==> src/rtl/sme_job_sched.sv <==
// ============================================================================
// sme_job_sched : buffers one string plus up to NPAT patterns, replays them to
// the matching engine and returns one tagged result per pattern.
// Revision 1.0
// ============================================================================
`default_nettype none

module sme_job_sched #(
    parameter int STR_MAX = 32,
    parameter int PAT_MAX = 8,
    parameter int NPAT    = 4,
    parameter int TMO     = 255
) (
    input  logic                        clk,
    input  logic                        reset,
    input  logic                        wr_en,
    input  logic                        wr_sel,
    input  logic                        wr_last,
    input  logic [7:0]                  wr_data,
    input  logic                        start,
    output logic                        busy,
    output logic [7:0]                  sme_chardata,
    output logic                        sme_isstring,
    output logic                        sme_ispattern,
    input  logic                        sme_match,
    input  logic [$clog2(STR_MAX)-1:0]  sme_match_index,
    input  logic                        sme_valid,
    output logic                        res_valid,
    output logic                        res_match,
    output logic [$clog2(STR_MAX)-1:0]  res_index,
    output logic [$clog2(NPAT)-1:0]     res_id,
    output logic                        res_timeout,
    output logic                        done,
    output logic                        ovf
);
    localparam int SIW = $clog2(STR_MAX);
    localparam int SLW = SIW + 1;
    localparam int PIW = $clog2(PAT_MAX);
    localparam int PLW = PIW + 1;
    localparam int IDW = $clog2(NPAT);
    localparam int PCW = IDW + 1;
    localparam int TW  = $clog2(TMO + 1);

    localparam logic [SLW-1:0] C_STR_MAX  = SLW'(STR_MAX);
    localparam logic [PLW-1:0] C_PAT_MAX  = PLW'(PAT_MAX);
    localparam logic [PCW-1:0] C_NPAT     = PCW'(NPAT);
    localparam logic [TW-1:0]  C_TMO_LAST = TW'(TMO - 1);

    typedef enum logic [2:0] {
        S_IDLE = 3'd0,
        S_STR  = 3'd1,
        S_PAT  = 3'd2,
        S_WAIT = 3'd3,
        S_RES  = 3'd4,
        S_FIN  = 3'd5
    } state_t;

    state_t state, state_nxt;

    logic [7:0]     str_buf [STR_MAX];
    logic [7:0]     pat_buf [NPAT][PAT_MAX];
    logic [PLW-1:0] plen    [NPAT];
    logic [SLW-1:0] str_len;
    logic [PCW-1:0] pat_cnt;
    logic [SIW-1:0] sidx;
    logic [PIW-1:0] pidx;
    logic [IDW-1:0] pat;
    logic [TW-1:0]  timer;
    logic           ovf_flag;
    logic           rmatch;
    logic [SIW-1:0] rindex;
    logic           rtimeout;

    logic           in_idle, slot_avail;
    logic [IDW-1:0] wslot;
    logic [PLW-1:0] wslot_len, cur_len;
    logic           wr_str_ok, wr_str_drop, wr_pat_ok, wr_pat_drop, pat_close;
    logic [SLW-1:0] str_len_upd;
    logic [PCW-1:0] pat_cnt_upd;
    logic           str_last, pat_char_last, job_last, tmo_hit;

    assign in_idle    = (state == S_IDLE);
    assign wslot      = pat_cnt[IDW-1:0];
    assign slot_avail = (pat_cnt != C_NPAT);
    assign wslot_len  = plen[wslot];
    assign cur_len    = plen[pat];

    assign wr_str_ok   = in_idle && wr_en && !wr_sel && (str_len != C_STR_MAX);
    assign wr_str_drop = in_idle && wr_en && !wr_sel && (str_len == C_STR_MAX);
    assign wr_pat_ok   = in_idle && wr_en && wr_sel && slot_avail && (wslot_len != C_PAT_MAX);
    assign wr_pat_drop = in_idle && wr_en && wr_sel && !wr_pat_ok;
    // A slot closes on wr_last even when its final char was dropped for length.
    assign pat_close   = in_idle && wr_en && wr_sel && wr_last && slot_avail;

    assign str_len_upd = str_len + SLW'(wr_str_ok);
    assign pat_cnt_upd = pat_cnt + PCW'(pat_close);

    assign str_last      = ({1'b0, sidx} == (str_len - SLW'(1)));
    assign pat_char_last = ({1'b0, pidx} == (cur_len - PLW'(1)));
    assign job_last      = ({1'b0, pat} == (pat_cnt - PCW'(1)));
    assign tmo_hit       = (timer == C_TMO_LAST);

    always_ff @(posedge clk or negedge reset) begin
        if (!reset) state <= S_IDLE;
        else        state <= state_nxt;
    end

    always_comb begin
        state_nxt     = state;
        busy          = 1'b0;
        sme_chardata  = 8'd0;
        sme_isstring  = 1'b0;
        sme_ispattern = 1'b0;
        res_valid     = 1'b0;
        res_match     = 1'b0;
        res_index     = '0;
        res_id        = '0;
        res_timeout   = 1'b0;
        done          = 1'b0;
        case (state)
            S_IDLE: begin
                if (start) begin
                    if (str_len_upd == '0 || pat_cnt_upd == '0) state_nxt = S_FIN;
                    else                                         state_nxt = S_STR;
                end
            end
            S_STR: begin
                busy         = 1'b1;
                sme_chardata = str_buf[sidx];
                sme_isstring = 1'b1;
                if (str_last) state_nxt = S_PAT;
            end
            S_PAT: begin
                busy = 1'b1;
                if (cur_len == '0) begin
                    state_nxt = S_RES;
                end else begin
                    sme_chardata  = pat_buf[pat][pidx];
                    sme_ispattern = 1'b1;
                    if (pat_char_last) state_nxt = S_WAIT;
                end
            end
            S_WAIT: begin
                busy = 1'b1;
                if (sme_valid || tmo_hit) state_nxt = S_RES;
            end
            S_RES: begin
                busy        = 1'b1;
                res_valid   = 1'b1;
                res_match   = rmatch;
                res_index   = rindex;
                res_id      = pat;
                res_timeout = rtimeout;
                state_nxt   = job_last ? S_FIN : S_PAT;
            end
            S_FIN: begin
                done      = 1'b1;
                state_nxt = S_IDLE;
            end
            default: state_nxt = S_IDLE;
        endcase
    end

    assign ovf = ovf_flag;

    // Buffers hold no reset: their contents are only read below the valid lengths.
    always_ff @(posedge clk) begin
        if (wr_str_ok) str_buf[str_len[SIW-1:0]] <= wr_data;
        if (wr_pat_ok) pat_buf[wslot][wslot_len[PIW-1:0]] <= wr_data;
    end

    always_ff @(posedge clk or negedge reset) begin
        if (!reset) begin
            str_len  <= '0;
            pat_cnt  <= '0;
            for (int k = 0; k < NPAT; k++) plen[k] <= '0;
            sidx     <= '0;
            pidx     <= '0;
            pat      <= '0;
            timer    <= '0;
            ovf_flag <= 1'b0;
            rmatch   <= 1'b0;
            rindex   <= '0;
            rtimeout <= 1'b0;
        end else begin
            case (state)
                S_IDLE: begin
                    str_len <= str_len_upd;
                    pat_cnt <= pat_cnt_upd;
                    if (wr_pat_ok) plen[wslot] <= wslot_len + PLW'(1);
                    if (wr_str_drop || wr_pat_drop) ovf_flag <= 1'b1;
                    if (start) begin
                        ovf_flag <= 1'b0;
                        sidx     <= '0;
                    end
                end
                S_STR: begin
                    sidx <= sidx + SIW'(1);
                    if (str_last) begin
                        pat  <= '0;
                        pidx <= '0;
                    end
                end
                S_PAT: begin
                    pidx <= pidx + PIW'(1);
                    if (cur_len == '0) begin
                        rmatch   <= 1'b0;
                        rindex   <= '0;
                        rtimeout <= 1'b1;
                    end else if (pat_char_last) begin
                        timer <= '0;
                    end
                end
                S_WAIT: begin
                    timer <= timer + TW'(1);
                    if (sme_valid) begin
                        rmatch   <= sme_match;
                        rindex   <= sme_match_index;
                        rtimeout <= 1'b0;
                    end else if (tmo_hit) begin
                        rmatch   <= 1'b0;
                        rindex   <= '0;
                        rtimeout <= 1'b1;
                    end
                end
                S_RES: begin
                    if (!job_last) begin
                        pat  <= pat + IDW'(1);
                        pidx <= '0;
                    end
                end
                S_FIN: begin
                    str_len <= '0;
                    pat_cnt <= '0;
                    for (int k = 0; k < NPAT; k++) plen[k] <= '0;
                end
                default: ;
            endcase
        end
    end

endmodule

`default_nettype wire

==> config.mk <==
export PLATFORM = sky130hd
export DESIGN_NAME = sme_job_sched
export DESIGN_NICKNAME = d
export VERILOG_FILES = /design/src/rtl/sme_job_sched.sv
export SDC_FILE = /design/constraint.sdc
export NUM_CORES = 1
export LEC_CHECK = 0
export BUFFER_PORTS_ARGS = -buffer_cell sky130_fd_sc_hd__buf_4
export CORE_MARGIN = 2
export CORE_UTILIZATION = 40
export DETAILED_ROUTE_END_ITERATION = 8
export PLACE_DENSITY_LB_ADDON = 0.25
export SLEW_MARGIN = 5
export SYNTH_ARGS = -nofsm -noshare
export SYNTH_HDL_FRONTEND = slang
export SYNTH_SLANG_ARGS = --single-unit
==> constraint.sdc <==
create_clock -name clk -period 2.4 [get_ports clk]
set_clock_uncertainty 0.1 [all_clocks]
set_input_delay 0.48 -clock clk [delete_from_list [all_inputs] [get_ports clk]]
set_output_delay 0.48 -clock clk [all_outputs]
set_load 0.01 [all_outputs]
Word-level counts from Yosys, hierarchy flattened
Memory sizes are Yosys's and may differ from the RTL's.
Cells that the tools add are included.
W data, S select, Z words.
{"block": "totals", "ff_bits": 54, "ramBits": 512, "input_bits": 21, "output_inout_bits": 23, "wordCells": 163, "memories": 2}
{"block": "classes", "add_sub_neg": 10, "n_lt_le_gt_ge": 6, "eq_ne": 23, "mux": 67, "bitwise": 4, "n_reduce_logical": 36}
{"name": "pat_buf", "depth": 4, "word_bits": 64, "rd": 1, "rd_ports_with_merged_regs": 0, "write_ports": 1, "line": "61", "text": "logic [7:0] pat_buf [NPAT][PAT_MAX];"}
{"name": "str_buf", "depth": 32, "word_bits": 8, "rd": 1, "rd_ports_with_merged_regs": 0, "write_ports": 1, "line": "60", "text": "logic [7:0] str_buf [STR_MAX];"}
{"cell": "$mux W64", "n": 1}
{"cell": "$mux W8", "n": 6}
{"cell": "$pmux W16 S2", "n": 1}
{"cell": "$pmux W8 S2", "n": 2}
{"cell": "$mux W3", "n": 9}
{"cell": "$mux W5", "n": 5}
{"cell": "$bmux W8 S3", "n": 1}
{"cell": "$demux W8 S3", "n": 1}
{"cell": "$mux W4", "n": 5}
{"cell": "$pmux W5 S2", "n": 2}
{"cell": "$mux W1", "n": 19}
{"cell": "$bmux W4 S2", "n": 2}
{"cell": "$bwmux W16", "n": 1}
{"cell": "$mux W16", "n": 1}
{"cell": "$pmux W3 S5", "n": 1}
{"cell": "$ne A2 B2 Y1 const B", "n": 7}
{"cell": "$logic_and A1 B1 Y1", "n": 12}
{"cell": "$pmux W6 S2", "n": 1}
{"cell": "$reduce_and A3 Y1", "n": 4}
{"cell": "$reduce_bool A2 Y1", "n": 5}
{"cell": "$ne A3 B3 Y1 const B", "n": 3}
{"cell": "$pmux W3 S3", "n": 1}
{"cell": "$add A8 B1 Y8 const B", "n": 1}
{"cell": "$demux W4 S2", "n": 1}
{"cell": "39 further kinds", "n": 54}

Depth between registers and ports, before layout
Gate-level depths: netlist of the first run.
{"block": "depth", "ltp_word": 11, "ltp_mapped": 13, "mapped_depth_nobuf": 12}

Worst setup path before layout of the first run
No wires, ideal clock.
{"block": "synth_path", "path_type": "reg2out", "start": "register pat[0]", "end": "output port sme_chardata[0]", "arrival_time_ns": 2.032, "setup_slack_ns": -0.212, "stages_incl_launch_ff": 12, "n_path_buf": 3, "path_cell_list": "dfrtp_1 > buf_6 > mux4_2 > inv_1 > ha_1 > nor3b_1 > nand2b_1 > buf_4 > inv_2 > buf_6 > nand3_1 > o21ai_0"}
{"block": "synth_via", "elab_chain_len": 7}
{"element": "from (decl)", "line": "67", "text": "logic [IDW-1:0] pat;"}
{"element": "from (signal assigned)", "line": "228", "text": "pat <= pat + IDW'(1);"}
{"element": "parallel branches: the longest is 5 deep, another holds $mem_v2 Z4 W64"}
{"element": "$mux W8 *", "line": "135", "text": "if (cur_len == '0) begin"}
{"element": "$pmux W8 S2 *", "line": "120", "text": "case (state)"}
{"element": "to (decl)", "line": "22", "text": "output logic [7:0] sme_chardata,"}
Every way passes the cells marked *. The select of a mux whose other input is x is not followed.

Worst setup path after layout of the first run
{"block": "layout_path", "start": "register sidx[0]", "end": "output port sme_chardata[2]"}
{"block": "layout_via", "elab_chain_len": 2}
{"element": "from (decl)", "line": "65", "text": "logic [SIW-1:0] sidx;"}
{"element": "from (signal assigned)", "line": "198", "text": "sidx <= sidx + SIW'(1);"}
{"element": "$mem_v2 Z32 W8"}
{"element": "$pmux W8 S2", "line": "120"}
No other way between the ends.

==> out/qor.txt, run 1 <==
Outcome = finished with violations
Failing checks = negative setup slack
Crit path kind = reg -> out
R2r startpoint = pat[0]$_DFFE_PN0P_
Diode count = 0
DRC viols = 0
Netlist cell types = 57
I/O Pins = 44
RSZ-0062 raised after global routing = true
RePlAce Congestion = 0.8027
Max cap viols = 0
IO buf count = 43
Clk_lat worst skew = 0.62 ns
Leak = 0.009826 uW
Critical Path Start = sidx[0]$_DFFE_PN0P_
Total die area = 59,940 sq um
Fin worst setup slack = -1.072 ns
Peak VDD IR = 756.2 uV
Yosys warning count = 0
Finished Cell Area = 28,950 sq um
CTS tree = yes
Detail Placement HPWL = 34.52 mm
R2R depth = 8
Overflow after GRT = 0
Hold Crit Class = in -> reg
Core box area = 57,480 sq um
Largest family of logic cells by synthesized area = multiplexers
Root buf cell = clkbuf_16
Site row count = 88
Final setup fails = 186
Hold Vio Cnt, Final = 0
Synth Area in Adders = 0.01079
Synth top cells by count = edfxtp_1, mux4_2, nor2_1
Vias in the first global route = 12,780
Synth Area in Simple Gates = 0.04552
CP most frequent cell = mux4_2
Mux share of post-synthesis cell area = 0.1668
Post-synth EDFFs = 512
CP Max Fanout = 5
Clk slew on worst S/H paths = 0.06 ns
CP endpoint = sme_chardata[2]
Starting density of the core = 0.4036
CP peak stage delay = 0.53 ns
Post-Synth XOR/XNOR Area = 0.008683
Power per cell area = 1080 nW/um^2
Post-synth top area share = 0.6627
Wire length per cell = 24.18 um
Die height = 244.8 um
Post-route ant nets = 0
Gr usage total = 0.1862
Syn Area/Cell = 19.27 sq um
First-pass GRT wire length = 82.41 mm
Filler cell count = 4,660
Net Count, Synth = 1,245
Area grow syn2layout = 24.78%
Ys flop type = edfxtp_1
Syn Inst Count = 1,204
Largest net degree at the start of global routing = 65
Synthesized cell area = 23,200 sq um
R2r endpoint = timer[0]$_DFFE_PN0P_
Worst-Margin Slew = 0.8111 ns
Post-synthesis compound-gate area fraction = 0.03074
Drt pass-1 iters = 5
Clock sink count = 566
DP Worst Slack = -0.5688 ns
Tmin final = 3.472 ns
Share of post-route cells with drive strength above 1 = 0.4138
Htree depth = 2
Number of buffers created by CTS = 60
Seq cells post-synth = 566
Max-slew violations = 0
Worst-path cell chain = buf_8 > buf_12 > mux4_2 > mux4_2 > mux2i_2 > o21ai_2 > buf_4
Final Util = 0.5036
Post-synth ARST share = 0.09541
Register area share after synthesis = 0.7210
Cell taking the most area after synthesis = edfxtp_1
Count leader, synth = edfxtp_1
Antenna violations before repair = 0
Total number of vias = 12,270
DP Area = 25,920 sq um
Worst Path Required = 1.82 ns
Final nets = 1,492
Critical-path top delay cell = mux4_2
Maximum clock rate = 288.0 MHz
Setup slack, reg-to-reg = -0.15 ns
Critical Path Start Type = flip-flop
Post-Route WL = 54.83 mm
Vias per inst = 5.408
Max Root-Sink Buffers = 3
Tcrit/Tclk final = 1.447
Synth area leaders = edfxtp_1, mux4_2, dfrtp_1
Initial DRC count = 921
Crit. End Element = output port
Arrival time worst endpoint = 2.89 ns
Die W = 244.8 um
Slew HR = 0.4581
Hold_ws = 0.2573 ns
-- per-stage QoR --
stage          power, uW  TNS, ns  std cells
2_1_floorplan      17080   -1.173       1204
3_3_place_gp       20730   -62.75       2125
3_5_place_dp       20810   -65.53       2125
4_1_cts            31040   -15.05       2267
5_1_grt            32610   -33.70       2268
6_report           31270   -18.16       2268
-- flip-flops by register name, indices dropped and copies added, names as in the netlist --
register and count:
state 3, rindex 5, rtimeout 1, pat_buf 256, ovf 1, str_buf 256, pat_cnt 3, str_len 6
rmatch 1, pat 2, timer 8, plen 16, pidx 3, sidx 5
-- worst max-delay path: cells and delay by family, from the launching register on --
kind	cells	cell delay, ns
multiplexers	3	1.24
flip-flops	1	0.45
buffers and inverters	3	0.45
AO/OA/AOI/OAI	1	0.11
-- area by class of cell --
class                      instances  area (sq um)  share of cell area
clock buffer                      76          1613             0.05572
clock inverter                    38         347.8             0.01202
inverter                          19         80.08            0.002766
multi-input combinational        558          6798              0.2348
sequential                       566         16740              0.5782
tap                              765         957.2             0.03307
timing repair buffer             246          2414             0.08338
-- placed cells by master (no fill, tap or decap), types with 8 or more instances in the layout --
master,count
a21oi_1,9
a22oi_1,14
dlygate4sd3_1,8
nand2_1,27
nor2_2,8
o21ai_2,10
mux4_2,152
nor2_1,45
buf_6,39
and2_4,39
clkinv_1,15
inv_1,11
dfrtp_1,49
clkbuf_1,12
a22o_1,11
clkinv_2,9
xnor2_1,10
edfxtp_1,512
ha_1,13
nand3_1,22
o21ai_0,37
clkbuf_16,61
mux2i_1,32
buf_12,22
buf_4,167
-- kinds of logic (layout without fill, tap and decap cells) --
| family | Yosys count | in the layout |
|---|---|---|
| xor gates and xnor gates | 23 | 23 |
| and+or+nand+nor | 211 | 211 |
| AOI/OAI and AO/OA | 108 | 108 |
| buffers and inverters | 80 | 379 |
| muxes | 196 | 196 |
| adders and majority gates | 20 | 20 |
| DFF | 566 | 566 |
-- layer usage --
layer | share of wire | track usage
met5 | 0 | 0
met4 | 0.021 | 0.04968
met3 | 0.045 | 0.03182
met2 | 0.51 | 0.3148
met1 | 0.42 | 0.2504
-- how the worst min path moves through the flow --
stage,startpoint,endpoint,slack (ns),cells past startpoint
finish,sme_valid,rtimeout$_DFFE_PN0P_,0.26,3
global route,sme_valid,state[1]$_DFFE_PN0P_,0.27,4
CTS,sme_valid,rtimeout$_DFFE_PN0P_,0.23,3
detailed placement,rmatch$_DFFE_PN0P_,rmatch$_DFFE_PN0P_,0.38,1
global placement,rindex[2]$_DFFE_PN0P_,rindex[2]$_DFFE_PN0P_,0.38,1
floorplan,reset,ovf$_DFFE_PN0P_,0.08,0
-- repair_timing --
| item | 4_1_cts | 5_1_grt |
|---|---|---|
| pin swaps | 22 | 28 |
| endpoints found under the setup margin | 470 | 479 |
| hold endpoints to repair | 61 | 0 |
| gates cloned | 5 | 0 |
| hold buffers | 8 | 0 |
| setup buffers | 18 | 6 |
| gates resized for setup | 122 | 90 |
-- where the power goes --
group	total, uW	internal [uW]	leakage, uW	switching [uW]
sequential	11300	11100	0.00532	286
combinational	10800	5620	0.00356	5160
clock	9140	5290	0.000944	3840
Power figures use the tool's default switching activity.
==> inputs of run 2 (changes only) <==
Settings changed: ABC_AREA set to 0, CORE_UTILIZATION 40 to 55, SETUP_SLACK_MARGIN set to 0.5.
==> run 2 against run 1 <==
  * The run still ends with negative setup slack left
  * Sequential cell count stayed put
  * Register-to-register slack worse by 0.17 ns
  * Core utilization is 19 points higher
  * Wire length is 3.5% lower
  * Clock power is 9.7% lower
  * Critical endpoint unchanged
  * Largest cell class unchanged
  * Highest routed layer is now met5
==> out/qor.txt, run 2 (synthesis results as in run 1) <==
Peak VDD IR = 830.4 uV (+9.8%)
Worst Path Required = 1.82 ns (about the same)
Critical Path Start Type = flip-flop
Fin worst setup slack = -1.007 ns (+0.06513 ns)
I/O Pins = 44 (unchanged)
Starting density of the core = 0.5555 (+0.1519)
CTS tree = yes
DP Area = 25,930 sq um (about the same)
Hold Vio Cnt, Final = 0 (unchanged)
DP Worst Slack = -0.5146 ns (+0.05421 ns)
Detail Placement HPWL = 32.85 mm (-4.9%)
Tot Pwr = 30,180 uW (-3.5%)
Clock sink count = 566 (unchanged)
Die W = 209.4 um (-14%)
Crit path kind = reg -> out
Htree depth = 2 (unchanged)
Area grow syn2layout = 25.21%
Vias in the first global route = 12,990 (+1.6%)
Setup slack, reg-to-reg = -0.32 ns (-0.17 ns)
Hold Crit Class = in -> reg
Clk slew on worst S/H paths = 0.06 ns (about the same)
R2r startpoint = pat[0]$_DFFE_PN0P_
Max cap viols = 0 (unchanged)
Hold EP = rtimeout$_DFFE_PN0P_
Filler-free cell count of the finished design = 2,036 (-10%)
IO buf count = 43 (unchanged)
Root buf cell = clkbuf_16
First-pass GRT wire length = 79.64 mm (-3.4%)
Hold Crit Start = sme_valid
Max-slew violations = 0 (unchanged)
Crit. End Element = output port
Placed insts = 1,861 (-12%)
Worst-Margin Slew = 0.8525 ns (+0.04134 ns)
Drt pass-1 iters = 5 (unchanged)
Tcrit/Tclk final = 1.419 (-0.02714)
RSZ-0062 raised after global routing = true
Number of buffers created by CTS = 55 (-8.3%)
Power per cell area = 1039 nW/um^2 (-3.8%)
Leak = 0.009775 uW (-0.52%)
Total number of vias = 12,380 (+0.89%)
Final setup fails = 231 (+24%)
Post-Route WL = 52.94 mm (-3.5%)
DRC viols = 0 (unchanged)
Gr usage total = 0.2480 (+0.06182)
CP Max Fanout = 12 (+7)
Arrival time worst endpoint = 2.83 ns (-0.06 ns)
Post-route ant nets = 0 (unchanged)
Initial DRC count = 1,195 (+30%)
Finished Cell Area = 29,050 sq um (+0.35%)
Wire length per cell = 26.00 um (+7.5%)
Site row count = 75 (-15%)
Tmin final = 3.407 ns (-0.06513 ns)
Antenna violations before repair = 3 (+3)
Max Root-Sink Buffers = 3 (unchanged)
Slew HR = 0.4296 (-0.02854)
Vias per inst = 6.078 (+12%)
Filler cell count = 2,522 (-46%)
Outcome = finished with violations
Multi-input gate area = 7167 sq um (+5.4%)
Share of post-route cells with drive strength above 1 = 0.4355 (+0.02170)
Failing checks = negative setup slack
RePlAce Congestion = 0.8665 (+7.9%)
Register area = 16,740 sq um (about the same)
Hold path cells = 3 (unchanged)
Clk_lat worst skew = 0.61 ns (about the same)
Die height = 209.4 um (-14%)
Overflow after GRT = 0 (unchanged)
Total die area = 43,840 sq um (-27%)
Final nets = 1,494 (+0.13%)
Most frequent cells in the layout = edfxtp_1, buf_4, mux4_2
Largest net degree at the start of global routing = 65 (unchanged)
Commonest non-fill, non-tap cell in the layout = edfxtp_1
R2r endpoint = timer[0]$_DFFE_PN0P_
Diode count = 0 (unchanged)
Core box area = 41,760 sq um (-27%)
R2R depth = 9 (+1)
Maximum clock rate = 293.5 MHz (+1.9%)
## run 2: cell types whose count changed in the layout (fill, tap and decap cells not counted), moves of 6 or more
cell      before  now
clkinv_2       9    3
clkbuf_1      12   18
nor2_2         8    1
nor2_1        45   19
buf_12        22   40
buf_4        167  158
o21ai_0       37   20
o21ai_1        1   16
nor2_4         5   38
nand2_8        0    6
## run 2: layout make-up
| class | count | share of cell area |
|---|---|---|
| Timing Repair Buffer | 253 | 0.09192 |
| Clock inverter | 25 | 0.006849 |
| Inverter | 19 | 0.003015 |
| Tap cell | 539 | 0.02322 |
| Clock buffer | 76 | 0.05190 |
| Sequential cell | 566 | 0.5764 |
| Multi-Input combinational cell | 558 | 0.2467 |
## run 2: stage by stage
| step | TNS (ns) | util | hold WS, ns |
|---|---|---|---|
| 4_1_cts | -17.59 | 0.6880 | 0.2362 |
| 5_1_grt | -37.42 | 0.6956 | 0.2614 |
| 2_1_floorplan | -1.036 | - | 0.08441 |
| 3_3_place_gp | -20.90 | 0.6209 | 0.3874 |
| 6_report | -19.44 | 0.6956 | 0.2731 |
| 3_5_place_dp | -26.18 | 0.6209 | 0.3892 |
## run 2: routing by layer
metal,vias up,part of all wire,GRT usage
met5,-,0.00076,0
met4,6,0.029,0.07611
met3,104,0.064,0.04998
met2,427,0.51,0.4134
met1,6437,0.40,0.3354
li1,5401,-,-
## run 2: worst max-delay path by stage
stage                              from               to  slack, ns  cells past startpoint
floorplan           sidx[0]$_DFFE_PN0P_  sme_chardata[0]      -0.13                      7
global placement     pat[0]$_DFFE_PN0P_  sme_chardata[5]      -0.51                      8
detailed placement   pat[0]$_DFFE_PN0P_  sme_chardata[5]      -0.51                     10
CTS                  pat[0]$_DFFE_PN0P_  sme_chardata[6]      -1.05                      8
global route         pat[0]$_DFFE_PN0P_  sme_chardata[5]      -1.10                     10
finish              sidx[0]$_DFFE_PN0P_  sme_chardata[2]      -1.01                      6
## run 2: critical path, cell delays in order (launching register included)
cell and delay [ns]:
dfrtp_4 0.50, buf_12 0.19, mux4_2 0.54, mux4_2 0.54
mux2i_1 0.19, o21ai_2 0.10, buf_4 0.15
## run 2: report_power, final
group	total, uW	internal (uW)	switching [uW]
registers	11400	11100	335
logic	10500	5440	5100
clock network	8250	4700	3550
## run 2: timing repair
item / in CTS / in global routing
resized for setup: 92 / 35
endpoints found under the setup margin: 581 / 583
hold buffers: 8 / 0
hold endpoints to repair: 61 / 0
pin swaps: 39 / 27
buffers inserted: 46 / 17
cloned: 2 / 1
==> inputs of run 3 (changes only) <==
Settings changed: SKIP_CTS_REPAIR_TIMING set to 1.
==> run 3 against run 2 <==
  * The flow still finishes with violations (negative setup slack)
  * Sequential power about the same
  * Wire length is 0.34% higher
  * Largest cell class unchanged
  * Critical endpoint unchanged
  * Global-route usage fell by 0.68 points
  * Sequential cell count stayed put
==> out/qor.txt, run 3 (synthesis results as in run 1) <==
Outcome = finished with violations
Failing checks = negative setup slack
Drt pass-1 iters = 6 (+1)
CTS tree = yes
Finished Cell Area = 28,920 sq um (-0.45%)
CP Max Fanout = 6 (-6)
Core box area = 41,760 sq um (unchanged)
Clock sink count = 566 (unchanged)
Power per cell area = 1038 nW/um^2 (about the same)
R2r startpoint = state[1]$_DFFE_PN0P_
Die W = 209.4 um (unchanged)
Leak = 0.009763 uW (-0.12%)
Fin worst setup slack = -1.068 ns (-0.06168 ns)
Vias per inst = 6.102 (+0.40%)
Gr usage total = 0.2413 (-0.006772)
Slew HR = 0.4508 (+0.02120)
Filler cell count = 2,578 (+2.2%)
Tcrit/Tclk final = 1.445 (+0.02570)
Peak VDD IR = 870.2 uV (+4.8%)
Area grow syn2layout = 24.65%
Max-slew violations = 0 (unchanged)
RePlAce Congestion = 0.8665 (unchanged)
Largest net degree at the start of global routing = 65 (unchanged)
Antenna violations before repair = 0 (-3)
Post-route ant nets = 0 (unchanged)
Tmin final = 3.468 ns (+0.06168 ns)
Clk_lat worst skew = 0.60 ns (about the same)
I/O Pins = 44 (unchanged)
Final setup fails = 538 (+130%)
Clk slew on worst S/H paths = 0.06 ns (about the same)
Crit. End Element = output port
Critical Path Start Type = flip-flop
R2r endpoint = state[2]$_DFFE_PN0P_
Share of post-route cells with drive strength above 1 = 0.4304 (-0.005141)
First-pass GRT wire length = 77.45 mm (-2.8%)
Final nets = 1,484 (-0.67%)
Initial DRC count = 1,352 (+13%)
Worst-Margin Slew = 0.8208 ns (-0.03168 ns)
RSZ-0062 raised after global routing = true
Htree depth = 2 (unchanged)
Crit path kind = reg -> out
Total number of vias = 12,360 (-0.097%)
R2R depth = 15 (+6)
Hold Vio Cnt, Final = 0 (unchanged)
Most frequent cells in the layout = edfxtp_1, mux4_2, buf_4
Die height = 209.4 um (unchanged)
Hold Crit Class = in -> reg
Starting density of the core = 0.5555 (unchanged)
IO buf count = 43 (unchanged)
DP Worst Slack = -0.5146 ns (unchanged)
Max Root-Sink Buffers = 3 (unchanged)
Detail Placement HPWL = 32.85 mm (unchanged)
Site row count = 75 (unchanged)
Vias in the first global route = 12,530 (-3.5%)
Diode count = 0 (unchanged)
Number of buffers created by CTS = 55 (unchanged)
DP Area = 25,930 sq um (unchanged)
Post-Route WL = 53.12 mm (+0.34%)
Critical Path Start = sidx[0]$_DFFE_PN0P_
CP endpoint = sme_chardata[2]
Wire length per cell = 26.22 um (+0.84%)
Max cap viols = 0 (unchanged)
Worst Path Required = 1.82 ns (about the same)
Root buf cell = clkbuf_16
Total die area = 43,840 sq um (unchanged)
Commonest non-fill, non-tap cell in the layout = edfxtp_1
Arrival time worst endpoint = 2.89 ns (+0.06 ns)
Overflow after GRT = 0 (unchanged)
Setup slack, reg-to-reg = -0.48 ns (-0.16 ns)
Maximum clock rate = 288.3 MHz (-1.8%)
DRC viols = 0 (unchanged)
==> run 3: cell count changes in the layout (fill, tap and decap cells not counted), sizes merged <==
| cell | previous run | this run |
|---|---|---|
| inv | 20 | 19 |
| clkbuf | 77 | 80 |
| buf | 244 | 231 |
| clkinv | 19 | 20 |
==> run 3: worst max-delay path: stages, from the launching register on <==
cell and delay (ns):
dfrtp_4 0.46, buf_6 0.16, clkbuf_16 0.16, mux4_2 0.53, mux4_2 0.54, mux2i_1 0.19
o21ai_2 0.10, buf_4 0.15
==> run 3: how the worst min path moves through the flow <==
stage | slack, ns | cells after the start | endpoint | startpoint
after floorplan | 0.08 | 0 | ovf$_DFFE_PN0P_ | reset
after global placement | 0.39 | 1 | rindex[1]$_DFFE_PN0P_ | rindex[1]$_DFFE_PN0P_
after detailed placement | 0.39 | 1 | rindex[2]$_DFFE_PN0P_ | rindex[2]$_DFFE_PN0P_
after CTS | -0.16 | 1 | timer[6]$_DFFE_PN0P_ | reset
after global routing | 0.27 | 3 | rtimeout$_DFFE_PN0P_ | sme_valid
final | 0.29 | 3 | rtimeout$_DFFE_PN0P_ | sme_valid
==> run 3: layout make-up <==
cell class | instances | area, sq um | share of cell area
inverter | 19 | 92.59 | 0.003202
timing repair buffer | 243 | 2611 | 0.09030
multi-input combinational | 558 | 7089 | 0.2452
clock inverter | 25 | 198.9 | 0.006880
clock buffer | 76 | 1508 | 0.05214
sequential | 566 | 16740 | 0.5790
tap | 539 | 674.4 | 0.02332
==> run 3: where the power goes <==
group | leakage (uW) | total, uW | internal [uW] | switching (uW)
clock | 0.000824 | 8220 | 4700 | 3520
sequential | 0.00531 | 11400 | 11100 | 310
combinational | 0.00363 | 10400 | 5370 | 5060
==> run 3: metal layers <==
| metal | wire (um) | global-route usage | vias up |
|---|---|---|---|
| li1 | - | - | 5377 |
| met1 | 20950 | 0.3272 | 6469 |
| met2 | 27490 | 0.3997 | 427 |
| met3 | 3481 | 0.05117 | 90 |
| met4 | 1205 | 0.07291 | 0 |
| met5 | 0 | 0 | - |
==> run 3: through the flow <==
| step | setup TNS [ns] | util | hold slack (ns) | total power [uW] | instances |
|---|---|---|---|---|---|
| floorplan | -1.036 | - | 0.08441 | 17460 | 1204 |
| global placement | -20.90 | 0.6209 | 0.3874 | 20490 | 1861 |
| detailed placement | -26.18 | 0.6209 | 0.3892 | 20620 | 1861 |
| CTS | -38.31 | 0.6618 | -0.1580 | 28810 | 1962 |
| global route | -204.63 | 0.6925 | 0.2749 | 31210 | 2026 |
| finish | -148.20 | 0.6925 | 0.2876 | 30020 | 2026 |
